===== src/rtl/baccarat_pkg.sv =====
// Shared state encoding and card/score constants for the baccarat round controller.
package baccarat_pkg;

    typedef enum logic [3:0] {
        DEAL_P1, DEAL_D1, DEAL_P2, DEAL_D2, EVAL,
        DEAL_P3, BANK_EVAL, DEAL_D3, RESULT, DONE
    } state_t;

    localparam logic [3:0] NATURAL_MIN      = 4'd8;
    localparam logic [3:0] FACE_MIN         = 4'd10;
    localparam logic [3:0] PLAYER_STAND_MIN = 4'd6;
    localparam logic [3:0] TALLY_MAX        = 4'd15;

    // Tens and faces count zero; rank 0 (no card) also maps to zero.
    function automatic logic [3:0] card_value(input logic [3:0] rank);
        return (rank >= FACE_MIN) ? 4'd0 : rank;
    endfunction

endpackage


===== src/rtl/banker_rule.sv =====
// Banker third-card draw table, keyed on banker total and player third-card value.
module banker_rule
    import baccarat_pkg::*;
(
    input  logic [3:0] dscore,
    input  logic [3:0] pcard3,
    output logic       draw
);

    logic [3:0] v;
    assign v = card_value(pcard3);

    always_comb begin
        draw = 1'b0;
        case (dscore)
            4'd0, 4'd1, 4'd2: draw = 1'b1;
            4'd3:             draw = (v != 4'd8);
            4'd4:             draw = (v >= 4'd2) && (v <= 4'd7);
            4'd5:             draw = (v >= 4'd4) && (v <= 4'd7);
            4'd6:             draw = (v >= 4'd6) && (v <= 4'd7);
            default:          draw = 1'b0;
        endcase
    end

endmodule


===== src/rtl/baccarat_fsm.sv =====
// Round sequencer: deals cards via load strobes, applies drawing rules, keeps win lights and tallies.
module baccarat_fsm
    import baccarat_pkg::*;
(
    input  logic       slow_clock,
    input  logic       reset,
    input  logic       step,
    input  logic [3:0] pscore,
    input  logic [3:0] dscore,
    input  logic [3:0] pcard3,
    output logic       load_pcard1,
    output logic       load_pcard2,
    output logic       load_pcard3,
    output logic       load_dcard1,
    output logic       load_dcard2,
    output logic       load_dcard3,
    output logic       new_hand,
    output logic       player_win_light,
    output logic       dealer_win_light,
    output logic [3:0] player_wins,
    output logic [3:0] dealer_wins,
    output logic [3:0] ties,
    output logic       round_done
);

    state_t state, state_nxt;
    logic   banker_draw;
    logic   go;

    banker_rule u_banker_rule (
        .dscore (dscore),
        .pcard3 (pcard3),
        .draw   (banker_draw)
    );

    assign go = step && !reset;

    always_ff @(posedge slow_clock) begin
        if (reset) begin
            state            <= DEAL_P1;
            player_win_light <= 1'b0;
            dealer_win_light <= 1'b0;
            player_wins      <= 4'd0;
            dealer_wins      <= 4'd0;
            ties             <= 4'd0;
        end else if (step) begin
            state <= state_nxt;
            if (state == RESULT) begin
                player_win_light <= (pscore >= dscore);
                dealer_win_light <= (dscore >= pscore);
                if (pscore > dscore) begin
                    if (player_wins != TALLY_MAX) player_wins <= player_wins + 4'd1;
                end else if (dscore > pscore) begin
                    if (dealer_wins != TALLY_MAX) dealer_wins <= dealer_wins + 4'd1;
                end else begin
                    if (ties != TALLY_MAX) ties <= ties + 4'd1;
                end
            end else if (state == DONE) begin
                player_win_light <= 1'b0;
                dealer_win_light <= 1'b0;
            end
        end
    end

    always_comb begin
        state_nxt   = state;
        load_pcard1 = 1'b0;
        load_pcard2 = 1'b0;
        load_pcard3 = 1'b0;
        load_dcard1 = 1'b0;
        load_dcard2 = 1'b0;
        load_dcard3 = 1'b0;
        new_hand    = reset;
        round_done  = (state == DONE) && !reset;
        case (state)
            DEAL_P1: begin state_nxt = DEAL_D1; load_pcard1 = go; end
            DEAL_D1: begin state_nxt = DEAL_P2; load_dcard1 = go; end
            DEAL_P2: begin state_nxt = DEAL_D2; load_pcard2 = go; end
            DEAL_D2: begin state_nxt = EVAL;    load_dcard2 = go; end
            EVAL: begin
                if (pscore >= NATURAL_MIN || dscore >= NATURAL_MIN)
                    state_nxt = RESULT;
                else if (pscore < PLAYER_STAND_MIN)
                    state_nxt = DEAL_P3;
                // Player stood on 6/7: banker draws on 0..5 without the table.
                else if (dscore <= 4'd5)
                    state_nxt = DEAL_D3;
                else
                    state_nxt = RESULT;
            end
            DEAL_P3:   begin state_nxt = BANK_EVAL; load_pcard3 = go; end
            BANK_EVAL: state_nxt = banker_draw ? DEAL_D3 : RESULT;
            DEAL_D3:   begin state_nxt = RESULT; load_dcard3 = go; end
            RESULT:    state_nxt = DONE;
            DONE:      begin state_nxt = DEAL_P1; new_hand = reset || go; end
            default:   state_nxt = DEAL_P1;
        endcase
    end

endmodule


===== config.mk =====
export PLATFORM = sky130hd
export DESIGN_NAME = baccarat_fsm
export DESIGN_NICKNAME = d
export VERILOG_FILES = /design/src/rtl/baccarat_pkg.sv /design/src/rtl/banker_rule.sv /design/src/rtl/baccarat_fsm.sv
export SDC_FILE = /design/constraint.sdc
export NUM_CORES = 1
export LEC_CHECK = 0
export CAP_MARGIN = 20
export CELL_PAD_IN_SITES_DETAIL_PLACEMENT = 1
export CELL_PAD_IN_SITES_GLOBAL_PLACEMENT = 1
export CORE_MARGIN = 2
export CORE_UTILIZATION = 31
export CTS_BUF_LIST = sky130_fd_sc_hd__clkbuf_16
export DETAILED_ROUTE_END_ITERATION = 12
export PLACE_DENSITY = 0.72
export RECOVER_POWER = 50
export SLEW_MARGIN = 20
export SYNTH_ARGS = -nofsm -noshare
export SYNTH_HDL_FRONTEND = slang
export SYNTH_HIERARCHICAL = 1
export SYNTH_SLANG_ARGS = --single-unit

===== constraint.sdc =====
create_clock -name slow_clock -period 1.91 [get_ports slow_clock]
set_input_delay 0.4775 -clock slow_clock [delete_from_list [all_inputs] [get_ports slow_clock]]
set_output_delay 0.4775 -clock slow_clock [all_outputs]
set_load 0.005 [all_outputs]

# After elaboration in Yosys (flattened, before gate mapping)
# Cells that the tools add are included.
[totals]
reg_bits = 18
in_bits = 15
elab_cells = 76
[op_classes]
n_bitwise = 2
muxes = 17
n_addsub = 3
order_cmp = 13
n_eq_ne = 19
n_reduce_logical = 16
[ops]
columns = ["cell", "count"]
rows = [
  ["$pmux 4 s9", 1],
  ["$eq 4x3->1 const B", 7],
  ["$mux 4", 5],
  ["$eq 4x2->1 const B", 4],
  ["$ne 4x4->1 const B", 4],
  ["$add 4x1->4 const B", 3],
  ["$ge 4x4->1 const B", 3],
  ["$mux 1", 10],
  ["$reduce_and 5->1", 2],
  ["$eq 4x1->1 const B", 2],
  ["$eq 4x4->1 const B", 2],
  ["$ge 4x3->1 const B", 2],
  ["$ge 4x4->1", 2],
  ["$gt 4x4->1", 2],
  ["$le 4x3->1 const B", 2],
  ["$logic_not 4->1", 2],
  ["$logic_and 1x1->1", 5],
  ["$pmux 1 s5", 1],
  ["$ge 4x2->1 const B", 1],
  ["$lt 4x3->1 const B", 1],
  ["$reduce_and 4->1", 1],
  ["$reduce_or 3->1", 1],
  ["$logic_or 1x1->1", 2],
  ["$not 1->1", 2],
  ["other kinds (3)", 3],
]

# Depth between registers and ports, before layout
# Gate-level depths: netlist of the first run.
[logic_depth]
word_depth = 7
mapped_depth = 7
mapped_depth_nobuf = 7

# Cells and area by module
# The synthesis of the first run kept the hierarchy.
[by_module_without_submodules]
columns = ["module", "cells_each", "n_inst", "area_each_um2", "seq_area_each_um2"]
rows = [
  ["baccarat_fsm", 157, 1, 1271.2, 360.3],
  ["banker_rule", 7, 1, 65.1, 0.0],
]

# Least setup slack after synthesis of the first run
# OpenSTA, ideal clock, no wires.
[synth_timing]
path_kind = "input-to-reg"
from = "input port pscore[3]"
to = "register ties[0]"
setup_ns = 0.123
t_arrival_ns = 1.890
slack_ns = -0.103
stages = 6
required_time_ns = 1.787
path_cell_list = "inv_1 ha_1 a21o_1 o311a_1 and3_1 mux2_1"
[synth_via]
elab_chain_len = 3
[synth_rtl]
columns = ["item", "line_no", "text"]
rows = [
  ["start, declared", "baccarat_fsm.sv:8", "input logic [3:0] pscore,"],
  ["$gt 4x4->1 (on tied branches)", "baccarat_fsm.sv:53, baccarat_fsm.sv:51", ""],
  ["$not 1->1 (no source line)", "-", ""],
  ["$reduce_and 5->1 (no source line) (*)", "-", ""],
  ["end signal, assigned", "baccarat_fsm.sv:56", "if (ties != TALLY_MAX) ties <= ties + 4'd1;"],
  ["end, declared", "baccarat_fsm.sv:22", "output logic [3:0] ties,"],
]
# Mark *: on every way between the ends. The rest lies on a longest branch, timed or not.
# A chain may end at the register's enable or synchronous reset.

# Worst setup path in the final report of the first run
[layout_timing]
from = "input port dscore[1]"
to = "register ties[3]"
[layout_via]
elab_chain_len = 3
[layout_rtl]
columns = ["item", "line_no", "text"]
rows = [
  ["start, declared", "baccarat_fsm.sv:9", "input logic [3:0] dscore,"],
  ["$gt 4x4->1 (on tied branches)", "baccarat_fsm.sv:53, baccarat_fsm.sv:51", ""],
  ["$not 1->1 (no source line)", "-", ""],
  ["$reduce_and 5->1 (no source line) (*)", "-", ""],
]
# Marks and branches as above.

==> metrics.yaml, run 1 <==
floorplanning:
  die_w_um: 69.7
  die_h_um: 69.7
  ioPinCount: 37
  dieArea_mm2: 0.00485
  start_util: 0.327
  rows: 23
  core_mm2: 0.00409
worst_setup_path:
  crit_type: "input pin to register"
  cp.required_ps: 2040
  critical_path_peak_fanout: 4
  max_stage_delay_ps: 410
  critPathTopFamily: "compound AO/OA/AOI/OAI gates"
  critPathBufInv: 3
  cpMaxStageDelayCell: "o311a_4"
  critPathLaunchType: "input pin"
  crit_arrival_ps: 2010
  cp-end-kind: "register"
  critical_path.cell_chain: "dlygate4sd2_1, ha_4, nor2b_4, o311a_4, buf_12, buf_4, a31oi_4, a211oi_2"
logic_synthesis:
  synth_area_mm2: 0.00134
  synth_enable_flop_cells: 0
  synth_nets: 186
  ys_types: 52
  yosys-top-cells-area: "dfxtp_1, ha_1, nand2_1"
  ys_dominant_reg_cell: "dfxtp_1"
  yosysMostFrequentCell: "dfxtp_1"
  synthTopCellsByCount: "dfxtp_1, nand2_1, nor2_1, inv_1, nand3_1"
  synth_area_per_cell_um2: 8.15
  syn_inst: 164
  yosysTopAreaCell: "dfxtp_1"
  synth_seq_cells: 18
  ys_seq_area_frac: 0.270
  yosys_warnings: 6
  synth-async-reset-ratio: 0
  yosysTopAreaCellShare: 0.270
timing:
  setup_viol: 0
  tightest_slew_ps: 321
  hold_ws_ps: 503
  finalHoldViolCount: 0
  slew_headroom: 0.783
  fin_crit_sh: 0.985
  finalClockSkew_ps: 4.05
  fmax_mhz: 532
  maxSlewViolCount: 0
  period_minus_slack_ps: 1880
global_route:
  grt_first_pass_wirelength_mm: 8.63
  grt_pass1_vias: 1751
  antenna_found_initial: 0
  grt_use_total: 0.219
  grt_max_degree: 17
  grt_overflow: 0
run_status:
  status: "complete, no violations"
power:
  powerDensity_mw_per_mm2: 486
  power.leakage_nw: 0.996
  clockPowerShare: 0.380
  vdd_drop_max_uv: 239
  seqPwrFrac: 0.346
  fin_total_pwr_mw: 1.13
  power_switching_share: 0.284
  power.switching_mw: 0.322
  p_int_mw: 0.813
  combinationalPowerShare: 0.274
route:
  vias_per_cell: 5.66
  drc_errors: 0
  wire_per_inst_um: 19.4
  vias: 1614
  drtAntennaViolNets: 0
  drt-pass1-iter-count: 4
  wl_mm: 5.53
  first_iter_violations: 110
run:
  cap_violations: 0
final_layout:
  regArea_um2: 375
  final_nets: 258
  final_area_mm2: 0.00233
  fin_util: 0.571
  multi_input_area_mm2: 0.00113
  fill_cells: 471
  antenna_cells: 0
  drive_above_1_share: 0.417
  area_growth_pct: 74.7
placed_design:
  place_congestion: 0.883
  dp_hpwl_mm: 3.54
  dpl_cell_area_mm2: 0.00194
  port_buffers: 36
clock_network:
  worst_skew_pair.late_latency_ps: 250
  htreeDepth: 1
  cts_tree: "yes"
  root_buffer: "clkbuf_16"
  cts_buffer_depth: 2
  cts_buffers: 3
  clk_pin_slew_ps: 50
  clock_sinks: 18
min_path:
  hold_path.class: "register to register"
[power groups by stage]
stage / clock network (mW) / registers, mW / logic [mW]
6_report: 0.431 / 0.392 / 0.311
5_1_grt: 0.445 / 0.393 / 0.335
4_1_cts: 0.435 / 0.391 / 0.280
3_5_place_dp: 0 / 0.403 / 0.233
3_3_place_gp: 0 / 0.402 / 0.224
2_1_floorplan: 0 / 0.396 / 0.117
[final timing paths]
kind	startpoint	end	slack [ps]	cells past startpoint
min	player_wins[1]	player_wins[1]	500	2
min reg2reg	player_wins[1]	player_wins[1]	500	2
max	dscore[1]	ties[3]	30	8
max reg2reg	state[1]	player_wins[3]	80	6
[worst reg2reg max path, cell delays in order, from the launching register on]
cell and delay [ps]:
dfxtp_4 370, nor4b_4 290, buf_4 150, buf_4 120
nand2_1 170, nor4_4 270, mux2_1 340
[layer usage]
metal  vias up  GRT usage  share of wire
li1        760          -              -
met1       814      0.248           0.42
met2        32      0.429           0.54
met3         8     0.0291          0.029
met4         0     0.0470          0.011
met5         -          0              0
[placed cells by master, fill, tap and decap left out, drive strengths merged, types with 2 or more instances in the layout]
cell / instances
clkdlybuf4s15: 3
and4: 3
o2111ai: 2
clkbuf: 3
nand2: 14
buf: 43
o31ai: 3
dlygate4sd2: 10
a2111oi: 2
clkdlybuf4s50: 5
mux2i: 2
nor3: 4
nor4b: 2
nor2: 13
o21ai: 4
and2: 4
a21oi: 6
o41ai: 2
nor2b: 9
o21a: 2
ha: 7
mux2: 4
o211a: 2
inv: 10
nand3: 9
nand4: 6
dlygate4sd3: 13
dfxtp: 18
clkinv: 2
and3: 2
a211oi: 3
a31oi: 4
[through the flow]
step / setup slack [ps] / setup TNS [ps] / instances
after floorplan: -8.55 / -8.55 / 164
after global placement: -547 / -10600 / 269
after detailed placement: -609 / -11970 / 269
after CTS: 4.78 / 0 / 284
after global routing: -26.2 / -58.2 / 285
final: 29.5 / 0 / 285
[sequential cells by signal, summed over array words and instances, names as in the netlist]
register	cells
dealer_win_light	1
player_wins	4
dealer_wins	4
player_win_light	1
ties	4
state	4
[final cells by class]
| cell class | count | area share |
|---|---|---|
| multi-input cells | 127 | 0.483 |
| clock inverters | 1 | 0.00161 |
| well taps | 50 | 0.0268 |
| inverters | 11 | 0.0177 |
| repair buffers | 75 | 0.278 |
| clock buffers | 3 | 0.0322 |
| flip-flops and latches | 18 | 0.161 |
[timing repair]
action / 4_1_cts / 5_1_grt
buffers inserted: 11 / 2
resized for setup: 66 / 26
setup endpoints to repair: 23 / 14
pin swaps: 11 / 6
hold buffers: 0 / 0
[cells by family after synthesis]
| logic type | count (synthesis) | synth area share |
|---|---|---|
| buf+inv | 19 | 0.0655 |
| mux | 6 | 0.0515 |
| compound gates | 41 | 0.227 |
| simple gates | 73 | 0.321 |
| flops | 18 | 0.270 |
| fa+ha+maj | 7 | 0.0655 |
No activity file was read; power rests on OpenSTA's default activity.
==> run 2, diff against run 1 <==
--- a/config.mk
+++ b/config.mk
@@ -5,14 +5,15 @@
 export SDC_FILE = /design/constraint.sdc
 export NUM_CORES = 1
 export LEC_CHECK = 0
+export ABC_AREA = 1
 export CAP_MARGIN = 20
 export CELL_PAD_IN_SITES_DETAIL_PLACEMENT = 1
 export CELL_PAD_IN_SITES_GLOBAL_PLACEMENT = 1
 export CORE_MARGIN = 2
-export CORE_UTILIZATION = 31
+export CORE_UTILIZATION = 30
 export CTS_BUF_LIST = sky130_fd_sc_hd__clkbuf_16
 export DETAILED_ROUTE_END_ITERATION = 12
-export PLACE_DENSITY = 0.72
+export PLACE_DENSITY = 0.73
 export RECOVER_POWER = 50
 export SLEW_MARGIN = 20
 export SYNTH_ARGS = -nofsm -noshare
==> run 2 against run 1 <==
Clock skew decreased by 2.3 ps. Power decreased by 10%. Non-clock buffer count decreased by 16. Flip-flop and latch count unchanged. Cell area decreased by 11%. Clock power decreased by 1%. Largest power group unchanged. Highest routed layer unchanged. Area after synthesis decreased by 0.94%.
==> metrics.yaml, run 2 <==
final_layout:
  multi_input_area_um2: 906
  drive_above_1_share: 0.263
  final_nets: 279
  area_growth_pct: 57.8
  final_common_cell: "nand2_1"
  fill_cells: 552
  antenna_cells: 0
  fin_util: 0.486
  layout_common_cells: "nand2_1, nand3_1, buf_4"
  regArea_um2: 373
route:
  drtAntennaViolNets: 0
  vias_per_cell: 4.86
  drc_errors: 0
  first_iter_violations: 26
  wire_per_inst_um: 13.8
  wl_mm: 4.23
  vias: 1493
  drt-pass1-iter-count: 4
worst_setup_path:
  critPathLaunchType: "register"
  cp.required_ps: 1430
  crit_type: "register to output port"
  cp-end-kind: "output port"
  critical_path_peak_fanout: 3
  crit_arrival_ps: 1370
timing:
  maxSlewViolCount: 0
  tightest_slew_ps: 256
  setup_viol: 0
  period_minus_slack_ps: 1840
  fin_crit_sh: 0.966
  finalHoldViolCount: 0
  finalClockSkew_ps: 1.80
  setup_slack_ps: 65.4
  slew_headroom: 0.829
  fmax_mhz: 542
  setup_tns_ps: 0
clock_network:
  cts_tree: "yes"
  worst_skew_pair.late_latency_ps: 250
  cts_buffers: 3
  cts_hold_buf: 0
  clock_sinks: 18
  cts_buffer_depth: 2
  htreeDepth: 1
  root_buffer: "clkbuf_16"
  clk_pin_slew_ps: 50
floorplanning:
  dieArea_mm2: 0.00496
  start_util: 0.308
  die_w_um: 70.4
  die_h_um: 70.4
  ioPinCount: 37
  rows: 24
  core_mm2: 0.00429
logic_synthesis:
  synth-async-reset-ratio: 0
  yosys-top-cells-area: "dfxtp_1, nand2_1, nand3_1"
  ys_seq_area_frac: 0.272
  yosysTopAreaCell: "dfxtp_1"
  synthTopCellsByCount: "nand2_1, inv_1, nand3_1, dfxtp_1"
  ys_types: 29
  synth_seq_cells: 18
  synth_area_per_cell_um2: 6.69
  synth_area_mm2: 0.00132
  yosysTopAreaCellShare: 0.272
  ys_dominant_reg_cell: "dfxtp_1"
  yosys_warnings: 6
  synth_enable_flop_cells: 0
  synth_nets: 220
  yosysMostFrequentCell: "nand2_1"
  syn_inst: 198
run:
  cap_violations: 0
global_route:
  grt_use_total: 0.176
  grt_pass1_vias: 1522
  grt_max_degree: 17
  grt_first_pass_wirelength_mm: 6.92
  grt_overflow: 0
  antenna_found_initial: 0
placed_design:
  place_congestion: 0.828
  dp_slack_ps: -484
  port_buffers: 36
  dp_hpwl_mm: 3.01
power:
  vdd_drop_max_uv: 321
  power.leakage_nw: 1.01
  powerDensity_mw_per_mm2: 487
  fin_total_pwr_mw: 1.02
run_status:
  status: "complete, no violations"
min_path:
  hold_path.class: "register to register"
[run 2: stage by stage]
step	area, µm²	std cells	hold WS (ps)
floorplan	1320	198	480
global placement	1820	296	491
detailed placement	1820	296	498
CTS	1980	303	506
global route	2090	307	521
finish	2090	307	493
[run 2: layer usage]
metal | up-vias | GRT usage | wire length, µm
met2 | 28 | 0.308 | 2180
met5 | - | 0 | 0
met1 | 694 | 0.206 | 1840
li1 | 762 | - | -
met4 | 0 | 0.0962 | 108
met3 | 9 | 0.0231 | 112
[run 2: kinds of logic (layout without fill, tap and decap cells)]
group           Yosys count  count (layout)  synth area share
compound gates           25              25             0.105
xor+xnor                  5               5            0.0331
fa+ha+maj                 7               7            0.0662
buf+inv                  32              89             0.107
flops                    18              18             0.272
simple gates            111             111             0.417
[run 2: final cells by class]
class,instances,area share
clock buffer,3,0.0359
multi-input combinational,148,0.434
inverter,27,0.0497
tap,52,0.0312
sequential,18,0.179
timing repair buffer,59,0.271
[run 2: path summary, 6_finish.rpt]
path / from / cells past startpoint / slack, ps / end
hold / removal: player_win_light / 2 / 490 / player_win_light
setup / recovery: state[0] / 6 / 70 / new_hand
setup reg to reg: state[0] / 8 / 490 / dealer_wins[3]
hold reg to reg: player_win_light / 2 / 490 / player_win_light
[run 2: critical path, cell delays in order, from the launching register on]
cell and delay [ps]:
dfxtp_2 340, inv_2 60, nor2_4 120, buf_4 130, nand4_1 110, nand2_1 110, dlygate4sd2_1 230
[run 2: repair_timing]
action | 4_1_cts | 5_1_grt
resized for setup | 35 | 20
setup endpoints to repair | 16 | 17
pin swaps | 1 | 5
cloned | 1 | 0
setup buffers | 3 | 4
[run 2: report_power, final]
group          leakage, nW  total, mW  switching [mW]  internal [mW]
Sequential           0.148      0.383         0.00621          0.377
Clock               0.0370      0.425           0.148          0.276
Combinational        0.820      0.209           0.110         0.0987
==> run 3, diff against run 2 <==
--- a/config.mk
+++ b/config.mk
@@ -6,14 +6,13 @@
 export NUM_CORES = 1
 export LEC_CHECK = 0
 export ABC_AREA = 1
-export CAP_MARGIN = 20
 export CELL_PAD_IN_SITES_DETAIL_PLACEMENT = 1
 export CELL_PAD_IN_SITES_GLOBAL_PLACEMENT = 1
 export CORE_MARGIN = 2
-export CORE_UTILIZATION = 30
+export CORE_UTILIZATION = 29
 export CTS_BUF_LIST = sky130_fd_sc_hd__clkbuf_16
 export DETAILED_ROUTE_END_ITERATION = 12
-export PLACE_DENSITY = 0.73
+export PLACE_DENSITY = 0.71
 export RECOVER_POWER = 50
 export SLEW_MARGIN = 20
 export SYNTH_ARGS = -nofsm -noshare
==> run 3 against run 2 <==
Register-to-register slack better by 40 ps. Final cell count unchanged. Clock skew increased by 0.56 ps. Core utilization shrank 1.6 points. Highest routed layer unchanged. Critical path depth grew 4. Fmax hardly changed.
==> metrics.yaml, run 3 (synthesis results as in run 2) <==
run_status:
  status: "complete, no violations"
final_layout:
  antenna_cells: 0
  instances_no_fill: 307
  drive_above_1_share: 0.267
  final_nets: 278
  final_common_cell: "nand2_1"
  layout_common_cells: "nand2_1, nand3_1, buf_4"
  area_growth_pct: 55.8
worst_setup_path:
  critical_path_peak_fanout: 6
  cp.required_ps: 2090
  crit_arrival_ps: 2020
  crit_type: "input pin to register"
  r2r_slack_ps: 530
  crit-reg2reg-capture: "dealer_wins[1]"
  cp-end-kind: "register"
  rr_startpoint: "dealer_wins[0]"
  critPathLaunchType: "input pin"
  reg2reg_depth: 6
min_path:
  worstHoldStart: "player_win_light"
  hold_end: "player_win_light"
  hold_depth: 2
  hold_path.class: "register to register"
global_route:
  grt_overflow: 0
  grt_use_total: 0.157
  grt_first_pass_wirelength_mm: 6.57
  antenna_found_initial: 0
  grt_pass1_vias: 1452
  grt_max_degree: 17
route:
  drt-pass1-iter-count: 4
  wl_mm: 3.95
  first_iter_violations: 40
  vias: 1481
  wire_per_inst_um: 12.9
  drtAntennaViolNets: 0
  vias_per_cell: 4.82
  drc_errors: 0
floorplanning:
  ioPinCount: 37
  die_w_um: 71.6
  core_mm2: 0.00438
  dieArea_mm2: 0.00512
  rows: 24
  die_h_um: 71.6
  start_util: 0.302
clock_network:
  clk_pin_slew_ps: 50
  clock_sinks: 18
  cts_tree: "yes"
  cts_buffer_depth: 2
  root_buffer: "clkbuf_16"
  cts_buffers: 3
  cts_hold_buf: 0
  htreeDepth: 1
  worst_skew_pair.late_latency_ps: 250
timing:
  finalClockSkew_ps: 2.36
  fmax_mhz: 542
  slew_headroom: 0.847
  tightest_slew_ps: 229
  period_minus_slack_ps: 1840
  finalHoldViolCount: 0
  maxSlewViolCount: 0
  fin_crit_sh: 0.966
  setup_viol: 0
placed_design:
  port_buffers: 36
  place_inst: 298
  place_congestion: 0.755
  dp_hpwl_mm: 2.91
run:
  cap_violations: 0
power:
  powerDensity_mw_per_mm2: 496
  fin_total_pwr_mw: 1.02
  vdd_drop_max_uv: 417
  power.leakage_nw: 0.986
==> run 3: worst max-delay path, stage by stage <==
cell and delay [ps]:
clkdlybuf4s50_1 530, ha_4 220, nand2_2 100, inv_1 60, nand2_2 80, nand2_4 80
buf_8 150, nand3_4 100, nand2_2 60, a21oi_2 160
==> run 3: how the worst max path moves through the flow <==
stage                     startpoint             end  slack, ps  cells past startpoint
final                      dscore[3]  dealer_wins[1]         70                     10
after global routing       dscore[3]  player_wins[0]         -9                     12
after CTS                  pscore[3]  dealer_wins[1]        -20                     11
after detailed placement       reset     load_dcard2       -480                      6
after global placement         reset     load_dcard2       -460                      6
after floorplan            pscore[3]         ties[2]        320                      9
==> run 3: cell type report <==
type,count,area [µm²]
fill,571,2320
tap,52,65.1
clock buffer,3,75.1
timing repair buffer,58,551
sequential,18,368
clock inverter,1,3.75
multi-input combinational,148,897
inverter,27,103
==> run 3: metal layers <==
metal	share of wire	track usage	vias to the layer above	routed length, µm
met5	0	0	-	0
met4	0.0020	0.0189	0	8
met1	0.48	0.210	696	1880
li1	-	-	764	-
met3	0.029	0.0338	2	114
met2	0.49	0.270	19	1940
==> run 3: report_power, final <==
part	internal [mW]	total [mW]	switching (mW)
clock	0.278	0.421	0.142
combinational	0.107	0.216	0.109
sequential	0.379	0.386	0.00705
total	0.764	1.02	0.259
==> run 3: repair_timing <==
item | CTS | global route
endpoints found under the hold margin | 0 | 0
pin swaps | 2 | 10
buffers inserted | 2 | 2
resized for setup | 24 | 26
gates cloned | 0 | 1
setup endpoints to repair | 17 | 17
==> run 3: metrics by stage <==
stage	area [µm²]	setup TNS, ps	setup WS, ps	utilization	hold slack [ps]
after floorplan	1320	0	320	-	480
after global placement	1840	-6980	-461	0.419	487
after detailed placement	1840	-7480	-476	0.419	504
after CTS	1950	-16.9	-16.9	0.445	512
after global routing	2060	-9.21	-9.21	0.470	525
final	2060	0	65.6	0.470	496
